File: src/rtl/keypad_pkg.sv
// Shared types and key codes for the 4x4 keypad number-entry block.
package keypad_pkg;

    typedef enum logic [1:0] {
        IDLE,
        PRESS_DB,
        HELD,
        RELEASE_DB
    } state_t;

    localparam logic [3:0] KEY_BKSP  = 4'd10;
    localparam logic [3:0] KEY_CLR   = 4'd12;
    localparam logic [3:0] KEY_ENTER = 4'd15;
    localparam int         NUM_MAX   = 9999;

    function automatic logic [3:0] row_drive(input logic [1:0] idx);
        return ~(4'b0001 << idx);
    endfunction

endpackage

File: src/rtl/keypad_col_decode.sv
// Maps the active row index and sensed columns to a key code.
module keypad_col_decode
    import keypad_pkg::*;
(
    input  logic [1:0] row_idx,
    input  logic [3:0] col,
    output logic       valid,
    output logic [3:0] code
);

    logic [1:0] col_idx;

    always_comb begin
        valid   = 1'b1;
        col_idx = 2'd0;
        unique case (col)
            4'b1110: col_idx = 2'd0;
            4'b1101: col_idx = 2'd1;
            4'b1011: col_idx = 2'd2;
            4'b0111: col_idx = 2'd3;
            default: valid   = 1'b0;
        endcase
    end

    assign code = {row_idx, col_idx};

endmodule

File: src/rtl/keypad_num_entry.sv
// Scanned 4x4 keypad with debounce and decimal entry up to 9999.
// Define KEYPAD_SIM_FASTSCAN_EN for a 2-cycle dwell period in simulation.
module keypad_num_entry
    import keypad_pkg::*;
#(
    parameter int SCAN_DIV        = 32000,
    parameter int DEBOUNCE_DWELLS = 4
) (
    input  logic        clk,
    input  logic        rst,
    output logic [3:0]  row,
    input  logic [3:0]  col,
    output logic [31:0] num,
    output logic [31:0] entered,
    output logic        entered_valid,
    output logic        overflow
);

`ifdef KEYPAD_SIM_FASTSCAN_EN
    localparam int DWELL = 2;
`else
    localparam int DWELL = SCAN_DIV;
`endif
    localparam int CW     = (DWELL > 1) ? $clog2(DWELL) : 1;
    localparam int DB_W   = $clog2(DEBOUNCE_DWELLS + 1);
    localparam bit DB_ONE = (DEBOUNCE_DWELLS <= 1);
    localparam logic [DB_W-1:0] DB_END = DB_W'(DEBOUNCE_DWELLS - 1);

    logic [CW-1:0]   div_q;
    logic            sample;
    state_t          state_q, state_d;
    logic [1:0]      row_idx_q, row_idx_d;
    logic [DB_W-1:0] db_q, db_d;
    logic [3:0]      cap_col_q, cap_col_d;
    logic [3:0]      cap_code_q, cap_code_d;
    logic            act_q, act_d;
    logic [3:0]      act_code_q, act_code_d;
    logic [13:0]     num_q, num_d;
    logic [13:0]     ent_q, ent_d;
    logic            ev_q, ev_d;
    logic            ov_q, ov_d;
    logic            key_valid;
    logic [3:0]      key_code;
    logic [17:0]     prod;

    keypad_col_decode u_dec (
        .row_idx (row_idx_q),
        .col     (col),
        .valid   (key_valid),
        .code    (key_code)
    );

    assign sample = (div_q == CW'(DWELL - 1));

    always_ff @(posedge clk) begin
        if (rst) begin
            div_q      <= '0;
            state_q    <= IDLE;
            row_idx_q  <= 2'd0;
            db_q       <= '0;
            cap_col_q  <= 4'hF;
            cap_code_q <= 4'd0;
            act_q      <= 1'b0;
            act_code_q <= 4'd0;
            num_q      <= '0;
            ent_q      <= '0;
            ev_q       <= 1'b0;
            ov_q       <= 1'b0;
        end else begin
            div_q      <= sample ? '0 : div_q + 1'b1;
            state_q    <= state_d;
            row_idx_q  <= row_idx_d;
            db_q       <= db_d;
            cap_col_q  <= cap_col_d;
            cap_code_q <= cap_code_d;
            act_q      <= act_d;
            act_code_q <= act_code_d;
            num_q      <= num_d;
            ent_q      <= ent_d;
            ev_q       <= ev_d;
            ov_q       <= ov_d;
        end
    end

    always_comb begin
        state_d    = state_q;
        row_idx_d  = row_idx_q;
        db_d       = db_q;
        cap_col_d  = cap_col_q;
        cap_code_d = cap_code_q;
        act_d      = 1'b0;
        act_code_d = act_code_q;
        if (sample) begin
            unique case (state_q)
                IDLE: begin
                    if (key_valid) begin
                        cap_col_d  = col;
                        cap_code_d = key_code;
                        if (DB_ONE) begin
                            act_d      = 1'b1;
                            act_code_d = key_code;
                            state_d    = HELD;
                            db_d       = '0;
                        end else begin
                            state_d = PRESS_DB;
                            db_d    = DB_W'(1);
                        end
                    end else begin
                        row_idx_d = row_idx_q + 2'd1;
                    end
                end
                PRESS_DB: begin
                    if (col != cap_col_q) begin
                        state_d = IDLE;
                        db_d    = '0;
                    end else if (db_q == DB_END) begin
                        act_d      = 1'b1;
                        act_code_d = cap_code_q;
                        state_d    = HELD;
                        db_d       = '0;
                    end else begin
                        db_d = db_q + 1'b1;
                    end
                end
                HELD: begin
                    if (col == 4'hF) begin
                        if (DB_ONE) begin
                            state_d   = IDLE;
                            row_idx_d = row_idx_q + 2'd1;
                        end else begin
                            state_d = RELEASE_DB;
                            db_d    = DB_W'(1);
                        end
                    end
                end
                RELEASE_DB: begin
                    if (col != 4'hF) begin
                        state_d = HELD;
                        db_d    = '0;
                    end else if (db_q == DB_END) begin
                        state_d   = IDLE;
                        db_d      = '0;
                        row_idx_d = row_idx_q + 2'd1;
                    end else begin
                        db_d = db_q + 1'b1;
                    end
                end
                default: state_d = IDLE;
            endcase
        end
    end

    // Key action is applied one cycle after the accepting sample.
    assign prod = {4'd0, num_q} * 18'd10 + {14'd0, act_code_q};

    always_comb begin
        num_d = num_q;
        ent_d = ent_q;
        ev_d  = 1'b0;
        ov_d  = 1'b0;
        if (act_q) begin
            unique case (1'b1)
                (act_code_q <= 4'd9): begin
                    if (prod <= 18'(NUM_MAX))
                        num_d = prod[13:0];
                    else
                        ov_d = 1'b1;
                end
                (act_code_q == KEY_BKSP):  num_d = num_q / 14'd10;
                (act_code_q == KEY_CLR):   num_d = '0;
                (act_code_q == KEY_ENTER): begin
                    ent_d = num_q;
                    ev_d  = 1'b1;
                end
                default: ;
            endcase
        end
    end

    assign row           = row_drive(row_idx_q);
    assign num           = {18'd0, num_q};
    assign entered       = {18'd0, ent_q};
    assign entered_valid = ev_q;
    assign overflow      = ov_q;

endmodule

File: config.mk
export PLATFORM = sky130hd
export DESIGN_NAME = keypad_num_entry
export DESIGN_NICKNAME = d
export VERILOG_FILES = /design/src/rtl/keypad_pkg.sv /design/src/rtl/keypad_col_decode.sv /design/src/rtl/keypad_num_entry.sv
export SDC_FILE = /design/constraint.sdc
export NUM_CORES = 1
export LEC_CHECK = 0
export CAP_MARGIN = 20
export CORE_MARGIN = 1
export CORE_UTILIZATION = 26
export CTS_BUF_LIST = sky130_fd_sc_hd__clkbuf_8
export CTS_CLUSTER_DIAMETER = 80
export DETAILED_ROUTE_END_ITERATION = 16
export DONT_BUFFER_PORTS = 1
export PLACE_DENSITY = 0.35
export SLEW_MARGIN = 20
export SYNTH_ARGS = -nofsm -noshare
export SYNTH_HDL_FRONTEND = slang
export SYNTH_HIERARCHICAL = 1
export SYNTH_SLANG_ARGS = --single-unit
File: constraint.sdc
create_clock -name clk -period 4.8 [get_ports clk]
set_input_delay 0.24 -clock clk [delete_from_list [all_inputs] [get_ports clk]]
set_output_delay 0.24 -clock clk [all_outputs]
set_load 0.005 [all_outputs]
Word level (Yosys, flattened, before mapping)
Cells that the tools add are included.

Bitwise gates (word level): 6. Multiply operators: 1. Add/subtract/negate cells: 4. Shifts and indexed selects: 1. Mux-type cells: 24. Reductions and logical operators: 15. Divide/modulo/power cells: 1. Equal/unequal tests: 23. Order comparisons: 2.

Operator list (number): case mux 14 bit (3 select lines) (1); equality test 4 bit (second input constant) (7); adder 18 x 4 -> 18 bit (1); less-or-equal comparator 18 x 14 -> 1 bit (second input constant) (1); 2-to-1 mux 2 bit (9); multiplier 14 x 3 -> 17 bit (second input constant) (1); adder 15 x 1 -> 15 bit (second input constant) (1); equality test 15 bit (second input constant) (1); 2-to-1 mux 3 bit (5); divider 14 x 4 -> 14 bit (second input constant) (1); 2-to-1 mux 14 bit (1); case mux 3 bit (4 select lines) (1); inequality test 2 bit (second input constant) (5); AND reduction 5 bit (2); AND reduction 3 bit (3); case mux 2 bit (4 select lines) (1); OR reduction 4 bit (2); inequality test 3 bit (second input constant) (2); case mux 2 bit (3 select lines) (1); inverter 1 bit (5); equality test 2 bit (second input constant) (2); equality test 4 x 3 -> 1 bit (second input constant) (1); less-or-equal comparator 4 bit (second input constant) (1); 2-to-1 mux 1 bit (4); 17 further kinds (18).

Output and inout bits: 70. Input port bits: 6. Word-level logic and storage cells: 89. Bits in registers: 65.

Depth between registers and ports, before layout
Depth in word-level cells: 5. Mapped depth: 18. Depth with buffers taken out: 17.

By module
Netlist, hierarchy kept.

By module, submodules not included: keypad_num_entry (cells each 702, seq. area each 1301.2 µm², area each 5408.9 µm², instances 1); keypad_col_decode (cells each 10, seq. area each 0.0 µm², area each 80.1 µm², instances 1).

Least setup slack after synthesis
No wires, ideal clock.

Path kind: register to register. Start point: reg num_q[1]. End point: reg num_q[10]. Cell stages (with the launch flop): 18. Buffers on the path: 1. Arrival time: 3.880 ns. Clock period less this slack: 4.013 ns. Setup time: 0.133 ns. Slack: 0.787 ns. Data required time: 4.667 ns. Cells stage by stage: dfxtp_1 ha_1 ha_1 inv_1 fa_1 nor2b_1 o21ai_0 nand2_1 xnor2_1 nor3_1 nand2_1 or4_1 a31oi_1 o31ai_1 o21ai_1 clkbuf_1 o221a_2 nor3_1.

Word-level cells in the longest chain between the ends: 5. Elaborated cells on any way between the ends: 8. Those cells by class: 1 x add/sub; 1 x mul; 1 x div; 1 x order compare; 1 x eq/ne; 2 x mux; 1 x reduce/logical.

RTL lines: start: declaration (RTL line keypad_num_entry.sv:38) `logic [13:0] num_q, num_d;`; start signal: assignment (RTL line keypad_num_entry.sv:78) `num_q <= num_d;`; parallel branches: the longest is 5 deep, another holds divider 14 x 4 -> 14 bit.

Parallel ways; which one is timed is not known. The select of a mux whose other input is x is not followed. A chain may end at the register's enable or synchronous reset.

Final worst setup path
Start point: reg num_q[12]. End point: reg num_q[0].

The elaborated chain is that of the path after synthesis.

==> Implementation_results.wiki <==
{| class="wikitable"
! Metric !! Value
|-
| Status || completed
|-
| Core Util, Final || about 28%
|-
| Number of core rows || 52
|-
| Most frequent cells after synthesis || nor2_1 (73), dfxtp_1 (65), nand2_1 (64)
|-
| Most common cell in the synthesized netlist || nor2_1
|-
| Worst rel slew slack || approximately half
|-
| Number of remaining DRC errors || 0
|-
| Area growth syn-to-layout || 6.337%
|-
| Count of max-cap constraint violations || 0
|-
| Top_reg_cell synth || dfxtp_1
|-
| Global placer's final weighted congestion || 0.8065
|-
| Clock group share of total power || a little under half
|-
| First-pass GRT wire length || between 20,000 and 25,000 microns
|-
| Flop pwr share || roughly 52%
|-
| Die Area || 21,700 sq um
|-
| Met1 routing resource usage after global routing || between 10% and 20%
|-
| Final-stage net count || 740
|-
| Cell Area, Placed || 5633 sq um
|-
| Gate Count Post-Synth || 712
|-
| N_diodes || 0
|-
| Routed via count divided by cell count || between 4 and 5
|-
| Max rail drop VDD || 0.1001 mV
|-
| Number of sinks handled by clock tree synthesis || 65
|-
| Number of distinct standard cells referenced by the synthesized netlist || 86
|-
| Height of the chip || 147.3 microns
|-
| Global routing met2 resource utilization || 25.05%
|-
| Critical Path Sink Type || flop
|-
| Period utilisation layout || 90.60%
|-
| Fraction of met3 tracks used by global routing || 1.988%
|-
| Switching part of the total || a little under a quarter
|-
| Type of the worst setup path || flop to flop
|-
| Cell area after synthesis || 5489 sq um
|-
| Sequential area share after synthesis || 23.71%
|-
| Top cell type by total area after synthesis || dfxtp_1
|-
| Overall routing resource usage || 14.51%
|-
| Min-delay worst type || input port to flop
|-
| Data arrival time of the critical path || 4.59 ns
|-
| Pin count of the biggest net entering global routing || 50
|-
| Average wire length per cell after detail routing || 15.64 microns
|-
| Pre-CTS setup slack || 0.4984 ns
|-
| Worst Clk Skew || 0.01598 ns
|-
| Setup repair after global routing missed its margin || false
|-
| Starting DRT DRC Count || 143
|-
| Min-Delay Startpoint || rst
|-
| Data required, critical path || 5.04 ns
|-
| Worst-margin pin slew || 0.7707 ns
|-
| Clock buffer depth || 2
|-
| Layout cells sized above 1 || under 10%
|-
| Switching power || 0.2450 mW
|-
| Die span in x || roughly 150 microns
|-
| Clock root cell || clkbuf_8
|-
| Number of antenna violations at the first check in global routing || 0
|-
| Crit Reg-Reg Startpoint || num_q[12]$_SDFFE_PP0P_
|-
| Vias in the first global route || between 4,000 and 5,000
|-
| Detailed-route wire length || 15,200 microns
|-
| I/O pin total || 76
|-
| Max Clk Rate || about 0.23 GHz
|-
| Clock transition at path regs || 0.08 ns
|-
| Post-route minimum period || 4.349 ns
|-
| Remaining antenna violation count after routing || 0
|-
| Core ar. || 20,490 sq um
|-
| CTS buffer count || 9
|-
| Input/output buffers || 0
|-
| Number of synthesized register bits || between 60 and 70
|-
| Largest cells by area after synthesis || dfxtp_1 (24%), ha_1 (7.5%), buf_4 (5.3%)
|-
| Overflow left after global routing || 0
|-
| CTS tree || done
|-
| Via count of the routed design || just under 5,000
|-
| Pleak || 2.329 nW
|-
| Post-synthesis async set-or-reset flop share || 0%
|-
| Final number of setup-violating endpoints || 0
|-
| H-Tree Depth || 3
|-
| Combinational power share || 2.7%
|-
| Nature of the critical path startpoint || flop
|-
| Final worst-path setup slack || about 0.45 ns
|-
| Warnings, synthesis || 6
|-
| Detailed-routing iteration count for the pre-antenna-repair pass || 4
|-
| Number of fill cells in the layout || 2,241
|-
| Sum of net half-perimeters after detailed placement || 11,430 microns
|-
| Hold Violations, Final || 0
|-
| Largest fanout on the critical path || 18
|-
| Layout Cell Area excl Fill || 5837 sq um
|-
| Max-slew violation count || 0
|-
| Number of enable-type register cells in the synthesized netlist || 0
|-
| Avg Inst Size Synth || 7.709 sq um
|-
| Initial standard-cell utilization of the core || 26.78%
|-
| Worst setup path startpoint || num_q[12]$_SDFFE_PP0P_
|-
| Most Used Layer, Global Route || met2
|-
| Post-CTS setup buffer count || 0
|-
| Worst-Skew Late Latency || 0.36 ns
|-
| Cell Pwr Density || between 150 and 200 nW/um^2
|-
| Cell-internal power || roughly 0.8 mW
|-
| Total Neg Setup Slack || 0 ns
|-
| Fraction of synthesized cell area taken by the top area cell type || 23.71%
|}
## cells in the final DEF (no fill, tap or decap), types with 16 or more instances in the layout
master,instances
mux2i_1,16
conb_1,36
a21oi_1,42
o21ai_0,23
nor3_1,21
nand2_1,64
ha_1,33
inv_1,34
nand3_1,20
nor2_1,73
xnor2_1,27
buf_4,21
xor2_1,17
dfxtp_1,65
## final cells by class
| class | count | area (sq um) | area share (%) |
|---|---|---|---|
| clock inverter | 4 | 46.29 | 0.7931 |
| clock buffer | 10 | 137.6 | 2.358 |
| multi-input combinational | 568 | 3712 | 63.60 |
| sequential | 65 | 1301 | 22.29 |
| tap | 270 | 337.8 | 5.788 |
| timing repair buffer | 22 | 177.7 | 3.044 |
| inverter | 33 | 123.9 | 2.122 |
## stage by stage
stage / cells / power [mW] / hold WS (ns)
6_report: 972 / 1.040 / 0.03882
5_1_grt: 972 / 1.086 / 0.03319
4_1_cts: 972 / 1.069 / 0.009553
3_5_place_dp: 957 / 0.5751 / 0.3170
3_3_place_gp: 957 / 0.5748 / 0.3150
2_1_floorplan: 747 / 0.5999 / 0.4299
## repair_timing
action	CTS	global route
resized for setup	0	0
endpoints found under the hold margin	49	0
hold buffers	1	0
## cell families (layout without fill, tap and decap cells)
kind of cell / Yosys count / after routing / synth area share, %
simple gates: 265 / 265 / 24.05
compound gates: 169 / 169 / 22.18
mux: 16 / 16 / 2.918
xor+xnor: 45 / 45 / 7.317
other cells: 1 / 36 / 0.06832
flops: 65 / 65 / 23.71
buf+inv: 114 / 69 / 11.12
fa+ha+maj: 37 / 37 / 8.639
## registers in the layout, summed over array words and instances, names as in the netlist
signal / count
row_idx_q: 2
cap_code_q: 4
cap_col_q: 4
entered_valid: 1
div_q: 15
act_q: 1
state_q: 2
num_q: 14
overflow: 1
ent_q: 14
act_code_q: 4
db_q: 3
## power by group through the flow
stage          Combinational (mW)  Clock (mW)  Sequential, mW
2_1_floorplan              0.0447           0           0.555
3_3_place_gp               0.0194           0           0.555
3_5_place_dp               0.0196           0           0.555
4_1_cts                    0.0286       0.498           0.543
5_1_grt                    0.0335       0.510           0.543
6_report                   0.0283       0.468           0.543
## final timing paths
path / slack, ns / to / cells after the start
setup / recovery: 0.45 / num_q[0]$_SDFFE_PP0P_ / 13
setup reg to reg: 0.45 / num_q[0]$_SDFFE_PP0P_ / 13
hold / removal: 0.04 / db_q[2]$_SDFFE_PP0P_ / 2
hold reg to reg: 0.46 / div_q[0]$_SDFF_PP0_ / 1
## worst max-delay path: stages (launching register included)
cell,delay [ns]
dfxtp_1,0.68
nor2b_1,0.57
a21oi_1,0.12
o221ai_1,0.21
o22ai_1,0.29
or4_1,0.56
nand4_1,0.26
nor2_1,0.15
or4_1,0.41
a41o_1,0.30
or2_1,0.26
a21boi_1,0.14
o2111ai_2,0.19
o32ai_2,0.09
## layer usage
layer | vias up | part of all wire [%]
met5 | - | 0
met1 | 2294 | 45
li1 | 2434 | -
met4 | 0 | 2.7
met2 | 90 | 49
met3 | 22 | 3.0
Power figures use the tool's default switching activity.
